$ cat config.mk
export PLATFORM = sky130hd
export DESIGN_NAME = decode_stage_pipe_flat
export DESIGN_NICKNAME = d
export VERILOG_FILES = /design/src/rtl/decode_stage_pipe_if.sv /design/src/rtl/decode_stage_pipe.sv /design/src/flat_wrapper.sv
export SDC_FILE = /design/constraint.sdc
export NUM_CORES = 2
export LEC_CHECK = 0
export BUFFER_PORTS_ARGS = -buffer_cell sky130_fd_sc_hd__buf_2
export CORE_MARGIN = 2
export CORE_UTILIZATION = 55
export CTS_CLUSTER_SIZE = 16
export DETAILED_ROUTE_END_ITERATION = 7
export GPL_TIMING_DRIVEN = 0
export PLACE_DENSITY = 0.73
export SETUP_SLACK_MARGIN = 0.02
export SLEW_MARGIN = 20
export SYNTH_ARGS = -nofsm -noshare
export SYNTH_HDL_FRONTEND = slang
export SYNTH_SLANG_ARGS = --single-unit
$ cat constraint.sdc
create_clock -name clk -period 9.5 [get_ports clk]
set_input_delay 1.9 -clock clk [delete_from_list [all_inputs] [get_ports clk]]
set_output_delay 1.9 -clock clk [all_outputs]
set_load 0.005 [all_outputs]
$ cat src/rtl/decode_stage_pipe_if.sv
// ID/EX side of decode_stage_pipe: valid/ready handshake plus the registered
// operands, indices and control that the execute stage consumes.
interface decode_stage_pipe_if #(
  parameter int DATA_WIDTH     = 32,
  parameter int REG_ADDR_WIDTH = 5
);
  logic                      EX_ready_i;
  logic                      EX_valid_o;
  logic [DATA_WIDTH-1:0]     EX_pc_o;
  logic [DATA_WIDTH-1:0]     EX_rs1_data_o;
  logic [DATA_WIDTH-1:0]     EX_rs2_data_o;
  logic [DATA_WIDTH-1:0]     EX_imm_o;
  logic [REG_ADDR_WIDTH-1:0] EX_rs1_addr_o;
  logic [REG_ADDR_WIDTH-1:0] EX_rs2_addr_o;
  logic [REG_ADDR_WIDTH-1:0] EX_rd_addr_o;
  logic [2:0]                EX_funct3_o;
  logic [1:0]                EX_WBSel_o;
  logic [3:0]                EX_ALUOp_o;
  logic                      EX_ALUSrc1_o;
  logic                      EX_ALUSrc2_o;
  logic                      EX_MemRead_o;
  logic                      EX_MemWrite_o;
  logic                      EX_RegWrite_o;

  modport master (
    input  EX_ready_i,
    output EX_valid_o, EX_pc_o, EX_rs1_data_o, EX_rs2_data_o, EX_imm_o,
           EX_rs1_addr_o, EX_rs2_addr_o, EX_rd_addr_o, EX_funct3_o,
           EX_WBSel_o, EX_ALUOp_o, EX_ALUSrc1_o, EX_ALUSrc2_o,
           EX_MemRead_o, EX_MemWrite_o, EX_RegWrite_o
  );

  modport slave (
    output EX_ready_i,
    input  EX_valid_o, EX_pc_o, EX_rs1_data_o, EX_rs2_data_o, EX_imm_o,
           EX_rs1_addr_o, EX_rs2_addr_o, EX_rd_addr_o, EX_funct3_o,
           EX_WBSel_o, EX_ALUOp_o, EX_ALUSrc1_o, EX_ALUSrc2_o,
           EX_MemRead_o, EX_MemWrite_o, EX_RegWrite_o
  );
endinterface

$ cat src/rtl/decode_stage_pipe.sv
// Hazard-aware RV32I/RV32E decode stage with built-in ID/EX register and ID branch resolution.
// Define DECODE_WB_BYPASS_EN to forward a same-cycle WB write into the operand reads.
module decode_stage_pipe #(
  parameter int DATA_WIDTH     = 32,
  parameter int REG_ADDR_WIDTH = 5,
  parameter int NUM_REGS       = 2**REG_ADDR_WIDTH
) (
  input  logic                      clk,
  input  logic                      rst_n,
  input  logic                      ID_valid_i,
  output logic                      ID_ready_o,
  input  logic [31:0]               ID_instruction_i,
  input  logic [DATA_WIDTH-1:0]     ID_pc_i,
  input  logic                      WB_we_i,
  input  logic [REG_ADDR_WIDTH-1:0] WB_wr_addr_i,
  input  logic [DATA_WIDTH-1:0]     WB_wr_data_i,
  input  logic                      MEM_RegWrite_i,
  input  logic [REG_ADDR_WIDTH-1:0] MEM_rd_addr_i,
  output logic                      ID_PCSrc_o,
  output logic [DATA_WIDTH-1:0]     ID_target_addr_o,
  output logic                      ID_flush_o,
  decode_stage_pipe_if.master       ex
);
  localparam int RA = REG_ADDR_WIDTH;
  localparam int DW = DATA_WIDTH;

  typedef enum logic [1:0] {WB_ALU = 2'd0, WB_MEM = 2'd1, WB_PC4 = 2'd2} wb_sel_e;
  typedef enum logic [3:0] {
    ALU_ADD = 4'd0, ALU_SUB, ALU_SLL, ALU_SLT, ALU_SLTU,
    ALU_XOR, ALU_SRL, ALU_SRA, ALU_OR, ALU_AND, ALU_PASSB
  } alu_op_e;

  localparam logic [6:0] OPC_LUI    = 7'b0110111;
  localparam logic [6:0] OPC_AUIPC  = 7'b0010111;
  localparam logic [6:0] OPC_JAL    = 7'b1101111;
  localparam logic [6:0] OPC_JALR   = 7'b1100111;
  localparam logic [6:0] OPC_BRANCH = 7'b1100011;
  localparam logic [6:0] OPC_LOAD   = 7'b0000011;
  localparam logic [6:0] OPC_STORE  = 7'b0100011;
  localparam logic [6:0] OPC_OPIMM  = 7'b0010011;
  localparam logic [6:0] OPC_OP     = 7'b0110011;

  localparam logic [2:0] IMM_I = 3'd0;
  localparam logic [2:0] IMM_S = 3'd1;
  localparam logic [2:0] IMM_B = 3'd2;
  localparam logic [2:0] IMM_U = 3'd3;
  localparam logic [2:0] IMM_J = 3'd4;

  function automatic alu_op_e alu_dec(input logic [2:0] f3, input logic alt);
    case (f3)
      3'b000:  alu_dec = alt ? ALU_SUB : ALU_ADD;
      3'b001:  alu_dec = ALU_SLL;
      3'b010:  alu_dec = ALU_SLT;
      3'b011:  alu_dec = ALU_SLTU;
      3'b100:  alu_dec = ALU_XOR;
      3'b101:  alu_dec = alt ? ALU_SRA : ALU_SRL;
      3'b110:  alu_dec = ALU_OR;
      default: alu_dec = ALU_AND;
    endcase
  endfunction

  logic [6:0]    opcode;
  logic [2:0]    funct3;
  logic          funct7_b5;
  logic [RA-1:0] rd, rs1, rs2;

  assign opcode    = ID_instruction_i[6:0];
  assign funct3    = ID_instruction_i[14:12];
  assign funct7_b5 = ID_instruction_i[30];
  assign rd        = ID_instruction_i[7 +: RA];
  assign rs1       = ID_instruction_i[15 +: RA];
  assign rs2       = ID_instruction_i[20 +: RA];

  // main control
  logic    is_branch, is_jal, is_jalr, uses_rs1, uses_rs2;
  logic    reg_write, mem_read, mem_write, alu_src1, alu_src2;
  wb_sel_e wb_sel;
  alu_op_e alu_op;
  logic [2:0] imm_type;

  always_comb begin
    is_branch = 1'b0; is_jal = 1'b0; is_jalr = 1'b0;
    uses_rs1  = 1'b0; uses_rs2 = 1'b0;
    reg_write = 1'b0; mem_read = 1'b0; mem_write = 1'b0;
    alu_src1  = 1'b0; alu_src2 = 1'b0;
    wb_sel    = WB_ALU; alu_op = ALU_ADD; imm_type = IMM_I;
    case (opcode)
      OPC_LUI:    begin reg_write = 1'b1; alu_src2 = 1'b1; alu_op = ALU_PASSB; imm_type = IMM_U; end
      OPC_AUIPC:  begin reg_write = 1'b1; alu_src1 = 1'b1; alu_src2 = 1'b1; imm_type = IMM_U; end
      OPC_JAL:    begin is_jal = 1'b1; reg_write = 1'b1; alu_src1 = 1'b1; alu_src2 = 1'b1;
                        wb_sel = WB_PC4; imm_type = IMM_J; end
      OPC_JALR:   begin is_jalr = 1'b1; uses_rs1 = 1'b1; reg_write = 1'b1; alu_src2 = 1'b1;
                        wb_sel = WB_PC4; end
      OPC_BRANCH: begin is_branch = 1'b1; uses_rs1 = 1'b1; uses_rs2 = 1'b1; imm_type = IMM_B; end
      OPC_LOAD:   begin uses_rs1 = 1'b1; reg_write = 1'b1; mem_read = 1'b1; alu_src2 = 1'b1;
                        wb_sel = WB_MEM; end
      OPC_STORE:  begin uses_rs1 = 1'b1; uses_rs2 = 1'b1; mem_write = 1'b1; alu_src2 = 1'b1;
                        imm_type = IMM_S; end
      OPC_OPIMM:  begin uses_rs1 = 1'b1; reg_write = 1'b1; alu_src2 = 1'b1;
                        alu_op = alu_dec(funct3, funct7_b5 & (funct3 == 3'b101)); end
      OPC_OP:     begin uses_rs1 = 1'b1; uses_rs2 = 1'b1; reg_write = 1'b1;
                        alu_op = alu_dec(funct3, funct7_b5); end
      default: ;
    endcase
  end

  // immediate select + generate
  logic [31:0]   imm32;
  logic [DW-1:0] imm;

  always_comb begin
    case (imm_type)
      IMM_S:   imm32 = {{20{ID_instruction_i[31]}}, ID_instruction_i[31:25], ID_instruction_i[11:7]};
      IMM_B:   imm32 = {{19{ID_instruction_i[31]}}, ID_instruction_i[31], ID_instruction_i[7],
                        ID_instruction_i[30:25], ID_instruction_i[11:8], 1'b0};
      IMM_U:   imm32 = {ID_instruction_i[31:12], 12'b0};
      IMM_J:   imm32 = {{11{ID_instruction_i[31]}}, ID_instruction_i[31], ID_instruction_i[19:12],
                        ID_instruction_i[20], ID_instruction_i[30:21], 1'b0};
      default: imm32 = {{20{ID_instruction_i[31]}}, ID_instruction_i[31:20]};
    endcase
  end

  assign imm = DW'(signed'(imm32));

  // register file; x0 is never written so it reads back zero
  logic [DW-1:0] rf [NUM_REGS];
  logic [DW-1:0] rs1_rf, rs2_rf, rs1_d, rs2_d;
  logic          wb_hit1, wb_hit2, wb_haz;

  always_ff @(posedge clk or negedge rst_n) begin
    if (!rst_n) begin
      for (int i = 0; i < NUM_REGS; i++) rf[i] <= '0;
    end else if (WB_we_i && WB_wr_addr_i != '0) begin
      rf[WB_wr_addr_i] <= WB_wr_data_i;
    end
  end

  assign rs1_rf  = (rs1 == '0) ? '0 : rf[rs1];
  assign rs2_rf  = (rs2 == '0) ? '0 : rf[rs2];
  assign wb_hit1 = WB_we_i && (WB_wr_addr_i == rs1) && (rs1 != '0);
  assign wb_hit2 = WB_we_i && (WB_wr_addr_i == rs2) && (rs2 != '0);

`ifdef DECODE_WB_BYPASS_EN
  assign rs1_d  = wb_hit1 ? WB_wr_data_i : rs1_rf;
  assign rs2_d  = wb_hit2 ? WB_wr_data_i : rs2_rf;
  assign wb_haz = 1'b0;
`else
  assign rs1_d  = rs1_rf;
  assign rs2_d  = rs2_rf;
  assign wb_haz = (wb_hit1 & uses_rs1) | (wb_hit2 & uses_rs2);
`endif

  // branch compare + determination
  logic br_eq, br_lt, br_ltu, br_cond, taken;

  assign br_eq  = (rs1_d == rs2_d);
  assign br_lt  = ($signed(rs1_d) < $signed(rs2_d));
  assign br_ltu = (rs1_d < rs2_d);

  always_comb begin
    case (funct3)
      3'b000:  br_cond = br_eq;
      3'b001:  br_cond = !br_eq;
      3'b100:  br_cond = br_lt;
      3'b101:  br_cond = !br_lt;
      3'b110:  br_cond = br_ltu;
      3'b111:  br_cond = !br_ltu;
      default: br_cond = 1'b0;
    endcase
  end

  assign taken = is_jal | is_jalr | (is_branch & br_cond);

  // hazards
  logic rs1_used, rs2_used, load_use, br_haz, hazard, load, bubble, accept;
  logic ex_prod1, ex_prod2, mem_prod1, mem_prod2;

  assign rs1_used  = uses_rs1 && (rs1 != '0);
  assign rs2_used  = uses_rs2 && (rs2 != '0);
  assign load_use  = ex.EX_valid_o && ex.EX_MemRead_o &&
                     (((rs1 != '0) && (ex.EX_rd_addr_o == rs1)) ||
                      ((rs2 != '0) && (ex.EX_rd_addr_o == rs2)));
  assign ex_prod1  = ex.EX_valid_o && ex.EX_RegWrite_o && (ex.EX_rd_addr_o == rs1);
  assign ex_prod2  = ex.EX_valid_o && ex.EX_RegWrite_o && (ex.EX_rd_addr_o == rs2);
  assign mem_prod1 = MEM_RegWrite_i && (MEM_rd_addr_i == rs1);
  assign mem_prod2 = MEM_RegWrite_i && (MEM_rd_addr_i == rs2);
  assign br_haz    = (is_branch | is_jalr) &&
                     ((rs1_used && (ex_prod1 || mem_prod1)) ||
                      (rs2_used && (ex_prod2 || mem_prod2)));
  assign hazard    = ID_valid_i & (load_use | br_haz | wb_haz);

  assign load       = !ex.EX_valid_o | ex.EX_ready_i;
  assign bubble     = hazard | !ID_valid_i;
  assign ID_ready_o = load & !hazard;
  assign accept     = ID_valid_i & ID_ready_o;

  // redirect
  logic [DW-1:0] jalr_sum;

  assign jalr_sum         = rs1_d + imm;
  assign ID_target_addr_o = is_jalr ? {jalr_sum[DW-1:1], 1'b0} : (ID_pc_i + imm);
  assign ID_PCSrc_o       = rst_n & accept & taken;
  assign ID_flush_o       = ID_PCSrc_o;

  // ID/EX register; a bubble only kills the side-effecting controls
  always_ff @(posedge clk or negedge rst_n) begin
    if (!rst_n) begin
      ex.EX_valid_o    <= 1'b0;
      ex.EX_pc_o       <= '0;
      ex.EX_rs1_data_o <= '0;
      ex.EX_rs2_data_o <= '0;
      ex.EX_imm_o      <= '0;
      ex.EX_rs1_addr_o <= '0;
      ex.EX_rs2_addr_o <= '0;
      ex.EX_rd_addr_o  <= '0;
      ex.EX_funct3_o   <= '0;
      ex.EX_WBSel_o    <= WB_ALU;
      ex.EX_ALUOp_o    <= ALU_ADD;
      ex.EX_ALUSrc1_o  <= 1'b0;
      ex.EX_ALUSrc2_o  <= 1'b0;
      ex.EX_MemRead_o  <= 1'b0;
      ex.EX_MemWrite_o <= 1'b0;
      ex.EX_RegWrite_o <= 1'b0;
    end else if (load) begin
      if (bubble) begin
        ex.EX_valid_o    <= 1'b0;
        ex.EX_RegWrite_o <= 1'b0;
        ex.EX_MemRead_o  <= 1'b0;
        ex.EX_MemWrite_o <= 1'b0;
      end else begin
        ex.EX_valid_o    <= 1'b1;
        ex.EX_pc_o       <= ID_pc_i;
        ex.EX_rs1_data_o <= rs1_d;
        ex.EX_rs2_data_o <= rs2_d;
        ex.EX_imm_o      <= imm;
        ex.EX_rs1_addr_o <= rs1;
        ex.EX_rs2_addr_o <= rs2;
        ex.EX_rd_addr_o  <= rd;
        ex.EX_funct3_o   <= funct3;
        ex.EX_WBSel_o    <= wb_sel;
        ex.EX_ALUOp_o    <= alu_op;
        ex.EX_ALUSrc1_o  <= alu_src1;
        ex.EX_ALUSrc2_o  <= alu_src2;
        ex.EX_MemRead_o  <= mem_read;
        ex.EX_MemWrite_o <= mem_write;
        ex.EX_RegWrite_o <= reg_write;
      end
    end
  end

endmodule

$ cat src/flat_wrapper.sv
// flat-port wrapper written by rule: the top's interface ports become plain ports
module decode_stage_pipe_flat 
#(
  parameter int DATA_WIDTH     = 32,
  parameter int REG_ADDR_WIDTH = 5,
  parameter int NUM_REGS       = 2**REG_ADDR_WIDTH
)
  (clk, rst_n, ID_valid_i, ID_ready_o, ID_instruction_i, ID_pc_i, WB_we_i, WB_wr_addr_i, WB_wr_data_i, MEM_RegWrite_i, MEM_rd_addr_i, ID_PCSrc_o, ID_target_addr_o, ID_flush_o, ex_EX_ready_i, ex_EX_valid_o, ex_EX_pc_o, ex_EX_rs1_data_o, ex_EX_rs2_data_o, ex_EX_imm_o, ex_EX_rs1_addr_o, ex_EX_rs2_addr_o, ex_EX_rd_addr_o, ex_EX_funct3_o, ex_EX_WBSel_o, ex_EX_ALUOp_o, ex_EX_ALUSrc1_o, ex_EX_ALUSrc2_o, ex_EX_MemRead_o, ex_EX_MemWrite_o, ex_EX_RegWrite_o);
  decode_stage_pipe_if #(.DATA_WIDTH(DATA_WIDTH), .REG_ADDR_WIDTH(REG_ADDR_WIDTH)) ex_i ();
  input  logic clk;
  input  logic rst_n;
  input  logic ID_valid_i;
  output logic ID_ready_o;
  input  logic [31:0] ID_instruction_i;
  input  logic [DATA_WIDTH-1:0] ID_pc_i;
  input  logic WB_we_i;
  input  logic [REG_ADDR_WIDTH-1:0] WB_wr_addr_i;
  input  logic [DATA_WIDTH-1:0] WB_wr_data_i;
  input  logic MEM_RegWrite_i;
  input  logic [REG_ADDR_WIDTH-1:0] MEM_rd_addr_i;
  output logic ID_PCSrc_o;
  output logic [DATA_WIDTH-1:0] ID_target_addr_o;
  output logic ID_flush_o;
  input wire logic [$bits(ex_i.EX_ready_i)-1:0] ex_EX_ready_i;
  output wire logic [$bits(ex_i.EX_valid_o)-1:0] ex_EX_valid_o;
  output wire logic [$bits(ex_i.EX_pc_o)-1:0] ex_EX_pc_o;
  output wire logic [$bits(ex_i.EX_rs1_data_o)-1:0] ex_EX_rs1_data_o;
  output wire logic [$bits(ex_i.EX_rs2_data_o)-1:0] ex_EX_rs2_data_o;
  output wire logic [$bits(ex_i.EX_imm_o)-1:0] ex_EX_imm_o;
  output wire logic [$bits(ex_i.EX_rs1_addr_o)-1:0] ex_EX_rs1_addr_o;
  output wire logic [$bits(ex_i.EX_rs2_addr_o)-1:0] ex_EX_rs2_addr_o;
  output wire logic [$bits(ex_i.EX_rd_addr_o)-1:0] ex_EX_rd_addr_o;
  output wire logic [$bits(ex_i.EX_funct3_o)-1:0] ex_EX_funct3_o;
  output wire logic [$bits(ex_i.EX_WBSel_o)-1:0] ex_EX_WBSel_o;
  output wire logic [$bits(ex_i.EX_ALUOp_o)-1:0] ex_EX_ALUOp_o;
  output wire logic [$bits(ex_i.EX_ALUSrc1_o)-1:0] ex_EX_ALUSrc1_o;
  output wire logic [$bits(ex_i.EX_ALUSrc2_o)-1:0] ex_EX_ALUSrc2_o;
  output wire logic [$bits(ex_i.EX_MemRead_o)-1:0] ex_EX_MemRead_o;
  output wire logic [$bits(ex_i.EX_MemWrite_o)-1:0] ex_EX_MemWrite_o;
  output wire logic [$bits(ex_i.EX_RegWrite_o)-1:0] ex_EX_RegWrite_o;
  assign ex_i.EX_ready_i = ex_EX_ready_i;
  assign ex_EX_valid_o = ex_i.EX_valid_o;
  assign ex_EX_pc_o = ex_i.EX_pc_o;
  assign ex_EX_rs1_data_o = ex_i.EX_rs1_data_o;
  assign ex_EX_rs2_data_o = ex_i.EX_rs2_data_o;
  assign ex_EX_imm_o = ex_i.EX_imm_o;
  assign ex_EX_rs1_addr_o = ex_i.EX_rs1_addr_o;
  assign ex_EX_rs2_addr_o = ex_i.EX_rs2_addr_o;
  assign ex_EX_rd_addr_o = ex_i.EX_rd_addr_o;
  assign ex_EX_funct3_o = ex_i.EX_funct3_o;
  assign ex_EX_WBSel_o = ex_i.EX_WBSel_o;
  assign ex_EX_ALUOp_o = ex_i.EX_ALUOp_o;
  assign ex_EX_ALUSrc1_o = ex_i.EX_ALUSrc1_o;
  assign ex_EX_ALUSrc2_o = ex_i.EX_ALUSrc2_o;
  assign ex_EX_MemRead_o = ex_i.EX_MemRead_o;
  assign ex_EX_MemWrite_o = ex_i.EX_MemWrite_o;
  assign ex_EX_RegWrite_o = ex_i.EX_RegWrite_o;
  decode_stage_pipe #(.DATA_WIDTH(DATA_WIDTH), .REG_ADDR_WIDTH(REG_ADDR_WIDTH), .NUM_REGS(NUM_REGS)) u_core (.clk(clk), .rst_n(rst_n), .ID_valid_i(ID_valid_i), .ID_ready_o(ID_ready_o), .ID_instruction_i(ID_instruction_i), .ID_pc_i(ID_pc_i), .WB_we_i(WB_we_i), .WB_wr_addr_i(WB_wr_addr_i), .WB_wr_data_i(WB_wr_data_i), .MEM_RegWrite_i(MEM_RegWrite_i), .MEM_rd_addr_i(MEM_rd_addr_i), .ID_PCSrc_o(ID_PCSrc_o), .ID_target_addr_o(ID_target_addr_o), .ID_flush_o(ID_flush_o), .ex(ex_i));
endmodule
# [After elaboration in Yosys (flattened, before gate mapping)]
# Cells that the tools add are included.
[word_totals] output_inout_bits=193 elab_cells=185 regBits=1182 in_bits=112
[op_classes] n_eq_ne=27 mux=37 magnitude_cmp=6 reduce_logical=44 bitwise_logic=21 n_addsub=2
[ops] cell="1024-bit bitwise mux" n=1
[ops] cell="32-bit binary-select mux with 5-bit select" n=2
[ops] cell="32-bit 2-to-1 mux" n=8
[ops] cell="32-bit demux with 5-bit select" n=1
[ops] cell="31-bit case mux with 4 select lines" n=1
[ops] cell="32-bit adder" n=2
[ops] cell="32-bit less-than comparator" n=2
[ops] cell="4-bit case mux with 7 select lines" n=2
[ops] cell="32-bit == test" n=1
[ops] cell="5-bit == test" n=6
[ops] cell="7-bit by 6-bit == test with 1-bit output, second input constant" n=3
[ops] cell="7-bit == test, second input constant" n=3
[ops] cell="1-bit logical AND" n=20
[ops] cell="6-bit >= comparator, second input constant" n=3
[ops] cell="1-bit 2-to-1 mux" n=18
[ops] cell="5-bit NOT with 6-bit output" n=3
[ops] cell="3-bit == test, second input constant" n=5
[ops] cell="5-bit nonzero test" n=3
[ops] cell="7-bit by 5-bit == test with 1-bit output, second input constant" n=2
[ops] cell="7-bit OR reduction" n=2
[ops] cell="3-bit by 2-bit == test with 1-bit output, second input constant" n=4
[ops] cell="3-bit case mux with 4 select lines" n=1
[ops] cell="4-bit case mux with 3 select lines" n=1
[ops] cell="5-bit zero test" n=2
[ops] cell="other kinds (15)" n=41

# [Logic depth before layout (Yosys ltp)]
[depth] depth_word=15 depth_mapped=23 ltp_nobuf=18

# [Worst setup path after synthesis]
# Ideal clock, no wire load.
[synth_path] path_kind="in2out" startpoint="in ID_instruction_i[15]" endpoint="out ID_target_addr_o[24]" required_time_ns=7.600 setup_slack_ns=0.631 path_buffers=7 stages=23 t_arrival_ns=6.969 path_cell_list="buf_2 -> buf_6 -> buf_6 -> buf_2 -> buf_2 -> buf_2 -> mux4_2 -> mux4_2 -> nand2_1 -> a21oi_1 -> ha_1 -> clkbuf_1 -> a21o_1 -> a21o_1 -> a21oi_1 -> o21ai_1 -> a21o_1 -> a2111oi_0 -> nor2_1 -> o21a_1 -> o21a_1 -> o21a_1 -> o31ai_1"
[synth_between] elab_chain_len=7 word_cells_on_any_way=10 cone_classes="add/sub (2); mux (6); bitwise (1); reduce/logical (1)"
[synth_rtl] item="start: declaration" line="flat_wrapper.sv:14" source="input logic [31:0] ID_instruction_i;"
[synth_rtl] item="5-bit NOT with 6-bit output (not written as such)" line="decode_stage_pipe.sv:138" source="assign rs1_rf = (rs1 == '0) ? '0 : rf[rs1];"
[synth_rtl] item="32-bit binary-select mux with 5-bit select" line="decode_stage_pipe.sv:138"
[synth_rtl] item="32-bit 2-to-1 mux (not written as such) (2 in series)" line="decode_stage_pipe.sv:138"
[synth_rtl] item="32-bit 2-to-1 mux (*)" line="decode_stage_pipe.sv:138"
[synth_rtl] item="named net u_core.rs1_d[11]" line="decode_stage_pipe.sv:127" source="logic [DW-1:0] rs1_rf, rs2_rf, rs1_d, rs2_d;"
[synth_rtl] item="32-bit adder (*)" line="decode_stage_pipe.sv:200" source="assign jalr_sum = rs1_d + imm;"
[synth_rtl] item="32-bit 2-to-1 mux (*)" line="decode_stage_pipe.sv:201" source="assign ID_target_addr_o = is_jalr ? {jalr_sum[DW-1:1], 1'b0} : (ID_pc_i + imm);"
[synth_rtl] item="end: declaration" line="flat_wrapper.sv:22" source="output logic [DATA_WIDTH-1:0] ID_target_addr_o;"
# Mark *: on every way through the listed nets, which the timed path passes. The rest lies on a longest branch. The select of a mux whose other input is x is not followed.

# [Worst setup path in the final report]
[layout_path] startpoint="in ID_instruction_i[21]" endpoint="out ID_PCSrc_o"
[layout_between] elab_chain_len=14 word_cells_on_any_way=41 cone_classes="order compare (2); eq/ne (4); mux (5); bitwise (12); reduce/logical (18)"
[layout_rtl] item="parallel branches: the longest is 13 deep, another holds 32-bit less-than comparator"
[layout_rtl] item="1-bit AND (*)" line="decode_stage_pipe.sv:202" source="assign ID_PCSrc_o = rst_n & accept & taken;"
[layout_rtl] item="end: declaration" line="flat_wrapper.sv:21" source="output logic ID_PCSrc_o;"
# Mark *: on every way between the ends. The select of a mux whose other input is x is not followed.

==> metrics.txt <==
pre-CTS setup slack -2320 ps; post-DP HPWL 169000 um; Reg2Reg Depth 14; DR iter-0 viols 6524; RSZ-0062 raised after global routing yes; register area share after synthesis 45.5%; # fillers 8699; leakage power figure 33.2 nW; hold worst-path end u_core.ex.EX_pc_o[11]; router iterations before antenna repair 8; Clk pin slew, worst setup/hold paths 60 ps; largest area contributor in the synthesized netlist dfrtp_1; skew final 29.9 ps; initial antenna violation count 14; Via Count 48240; CP Data Required Time 7600 ps; crit-path cells buf_2 -> buf_4 -> clkbuf_4 -> clkbuf_2 -> clkbuf_4 -> mux4_2 -> mux4_2 -> mux2i_1 -> or2_2 -> ha_1 -> a21oi_1 -> nor2b_1 -> o21ai_0 -> nand2_1 -> a221o_1 -> a21oi_1 -> o21ai_0 -> a211o_1 -> xnor2_1 -> a311oi_2 -> buf_4 -> buf_2; fmax 105 MHz; Final nets 5267; Reg2Reg Capture Point u_core.ex.EX_rs1_data_o[24]; Bufs on Longest Clock Path 3; Mean Syn Cell Area 14.1 um^2; Reg-to-Reg Start u_core.ex.EX_rd_addr_o[4]; EDFF count, synth 0; number of global-route vias before repair 47687; layout cells sized above 1 48.0%; CTS H-tree depth 3; slack of the critical path -49.9 ps; DIE AREA 121000 um^2; top cells by area, synth dfrtp_1, mux4_2, mux2_2, nand2_1, ha_1; Primary FF master, synth dfrtp_1; Vias/cell 7.19; GRT Residual Overflow 0; CTS tree yes; Port Buffer Count 293; violated checks DRC, setup timing; antenna viol nets, final 0; run status complete, but fails checks; CP top delay family buffers and inverters; Post-Syn Instances 4623; met3 wire len 33500 um; critical-path maximum fanout 10; chip width 348 um; Inserted Clock Buffers 121; Slowest cell on crit path mux4_2; Placer Congestion 0.989; Worst-Margin Slew 1380 ps; met2 wire length 107000 um; Setup CP Type in2out; top-area cell type share of the netlist area 45.5%; Mapped Area 65100 um^2; Die Ht 348 um; Startpoint Class input pin; CP arrival 7650 ps; crit path time final 9550 ps; Final Core Density 63.1%; number of I/O pins 305; clk_lat worst skew 780 ps; ratio of total power to cell area 214 nW/um^2; crit share post-route 101%; WL final 247000 um; Max IR drop VDD 0.198 mV; crit end category output port; most frequent cells after synthesis dfrtp_1, mux2_2, mux4_2; most frequent cell after synthesis dfrtp_1; worst stage delay on the critical path 500 ps; Async S/R FF share, synth 100%; number of hold buffers added after CTS 0; Setup violations, final 1; top layer used by detailed routing met5; min-delay src u_core.ex.EX_pc_o[11]; clk root buf clkbuf_16; Sequential Area 29600 um^2; reg-to-reg slack, setup 5630 ps; Initial Util 55.2%; CP bufs+invs 7; Syn. warnings 0; WHS 465 ps; post-synth net total 4827; DRC 1; Core Area 118000 um^2; Netlist cell types 89; area grow syn2layout 14.2%; largest net degree at the start of global routing 136; Tightest Hold Check Type reg2reg; fin. max-slew vios 0; Met1 Routed Length 83000 um; row count 126; post-DR wirelength/cell 36.7 um; first-pass GRT wire length 346000 um; clock sinks 1182; area of the multi-input gates 33900 um^2; final hold vios 0; relative slew slack 7.83%; Synth Register Bits 1182; Max-cap violations 0; GRT Total Usage 40.7%; worst hold path stage count 2
[worst register-to-register path, cell delays in order (launching register included)]
cell	delay, ps
dfrtp_1	480
xor2_1	180
nor3_1	210
nand3_1	150
o21ai_0	220
a21oi_1	100
o22a_1	180
o22a_1	250
nand2_2	150
or2_1	110
buf_2	310
clkbuf_1	750
clkbuf_1	520
nand2_1	110
nand2_1	90
[layout by cell type, fill, tap and decap left out, types with 17 or more instances in the layout]
master / netlist / layout
a21oi_1: 100 / 73
clkbuf_1: 299 / 225
or2_2: 34 / 34
o21ai_0: 80 / 77
buf_2: 79 / 348
buf_1: 63 / 23
clkbuf_4: 0 / 18
clkbuf_16: 0 / 124
a21oi_2: 0 / 24
nor3_1: 20 / 18
mux2i_1: 55 / 43
buf_4: 3 / 32
ha_1: 90 / 89
buf_6: 6 / 32
clkbuf_2: 1 / 72
buf_16: 0 / 18
clkbuf_8: 0 / 45
mux2_2: 1003 / 1003
dfrtp_1: 1182 / 1182
nor2_1: 68 / 68
clkinv_2: 1 / 17
xor2_1: 39 / 39
mux4_2: 623 / 623
xnor2_1: 46 / 45
a21o_1: 68 / 68
nand2_1: 496 / 496
nor2b_1: 17 / 17
[where the power goes]
part	total [mW]	switching, mW	internal (mW)	leakage [nW]
clock network	5.08	2.14	2.93	2.04
logic	4.14	1.96	2.17	16.1
registers	6.70	0.711	5.98	15.1
[repair_timing]
item                                    4_1_cts  5_1_grt
pin swaps                                     1        0
gates resized for setup                     215       97
hold endpoints to repair                      0        0
setup buffers                                 1       11
endpoints found under the setup margin       27       11
[worst max-delay path by stage]
stage,cells after the start,slack [ps],endpoint,from
2_1_floorplan,23,630,ID_target_addr_o[24],ID_instruction_i[15]
3_3_place_gp,1,-19420,u_core.rf[657],rst_n
3_5_place_dp,21,-2320,ID_flush_o,ID_instruction_i[21]
4_1_cts,21,20,ID_PCSrc_o,ID_instruction_i[21]
5_1_grt,21,-40,ID_PCSrc_o,ID_instruction_i[20]
6_report,22,-50,ID_PCSrc_o,ID_instruction_i[21]
[flip-flops by register name (all words and copies together) (netlist names), 5 cells and up]
name	count
u_core.ex.EX_imm_o	32
u_core.ex.EX_pc_o	32
u_core.ex.EX_rd_addr_o	5
u_core.ex.EX_rs1_addr_o	5
u_core.ex.EX_rs1_data_o	32
u_core.ex.EX_rs2_addr_o	5
u_core.ex.EX_rs2_data_o	32
u_core.rf	1024
[cell type report]
cell class | instances | share of cell area (%)
clock buffers | 188 | 4.92
clock inverters | 37 | 0.702
well taps | 1536 | 2.59
repair buffers | 321 | 2.61
inverters | 17 | 0.0876
flip-flops and latches | 1182 | 39.8
diodes | 11 | 0.0371
plain buffers | 448 | 3.66
multi-input cells | 2972 | 45.6
[per-stage QoR]
stage	cells	setup TNS [ps]	power (mW)	cell area, um^2
4_1_cts	6691	0	15.7	73800
3_3_place_gp	6452	-	10.5	68400
5_1_grt	6703	-36.0	16.4	74300
6_report	6712	-49.9	15.9	74300
2_1_floorplan	4623	0	9.20	65100
3_5_place_dp	6468	-29070	10.7	69000
[logic make-up (layout without fill, tap and decap cells)]
kind of cell	after synthesis	count (layout)	share of synthesized area [%]
AO/OA/AOI/OAI	364	364	3.69
XOR/XNOR	85	85	1.14
adder cells (fa/ha/maj)	94	94	1.82
buffers and inverters	469	1011	2.97
flip-flops	1182	1182	45.5
multiplexers	1683	1683	39.9
other	0	11	0
AND/OR/NAND/NOR	746	746	5.05
[per-layer routing]
metal / vias to the layer above / GRT usage [%]
li1: 18357 / -
met1: 24930 / 48.8
met2: 3757 / 59.7
met3: 1182 / 16.1
met4: 14 / 29.6
met5: - / 1.24
Note: power is estimated with default switching activity, not from simulation.
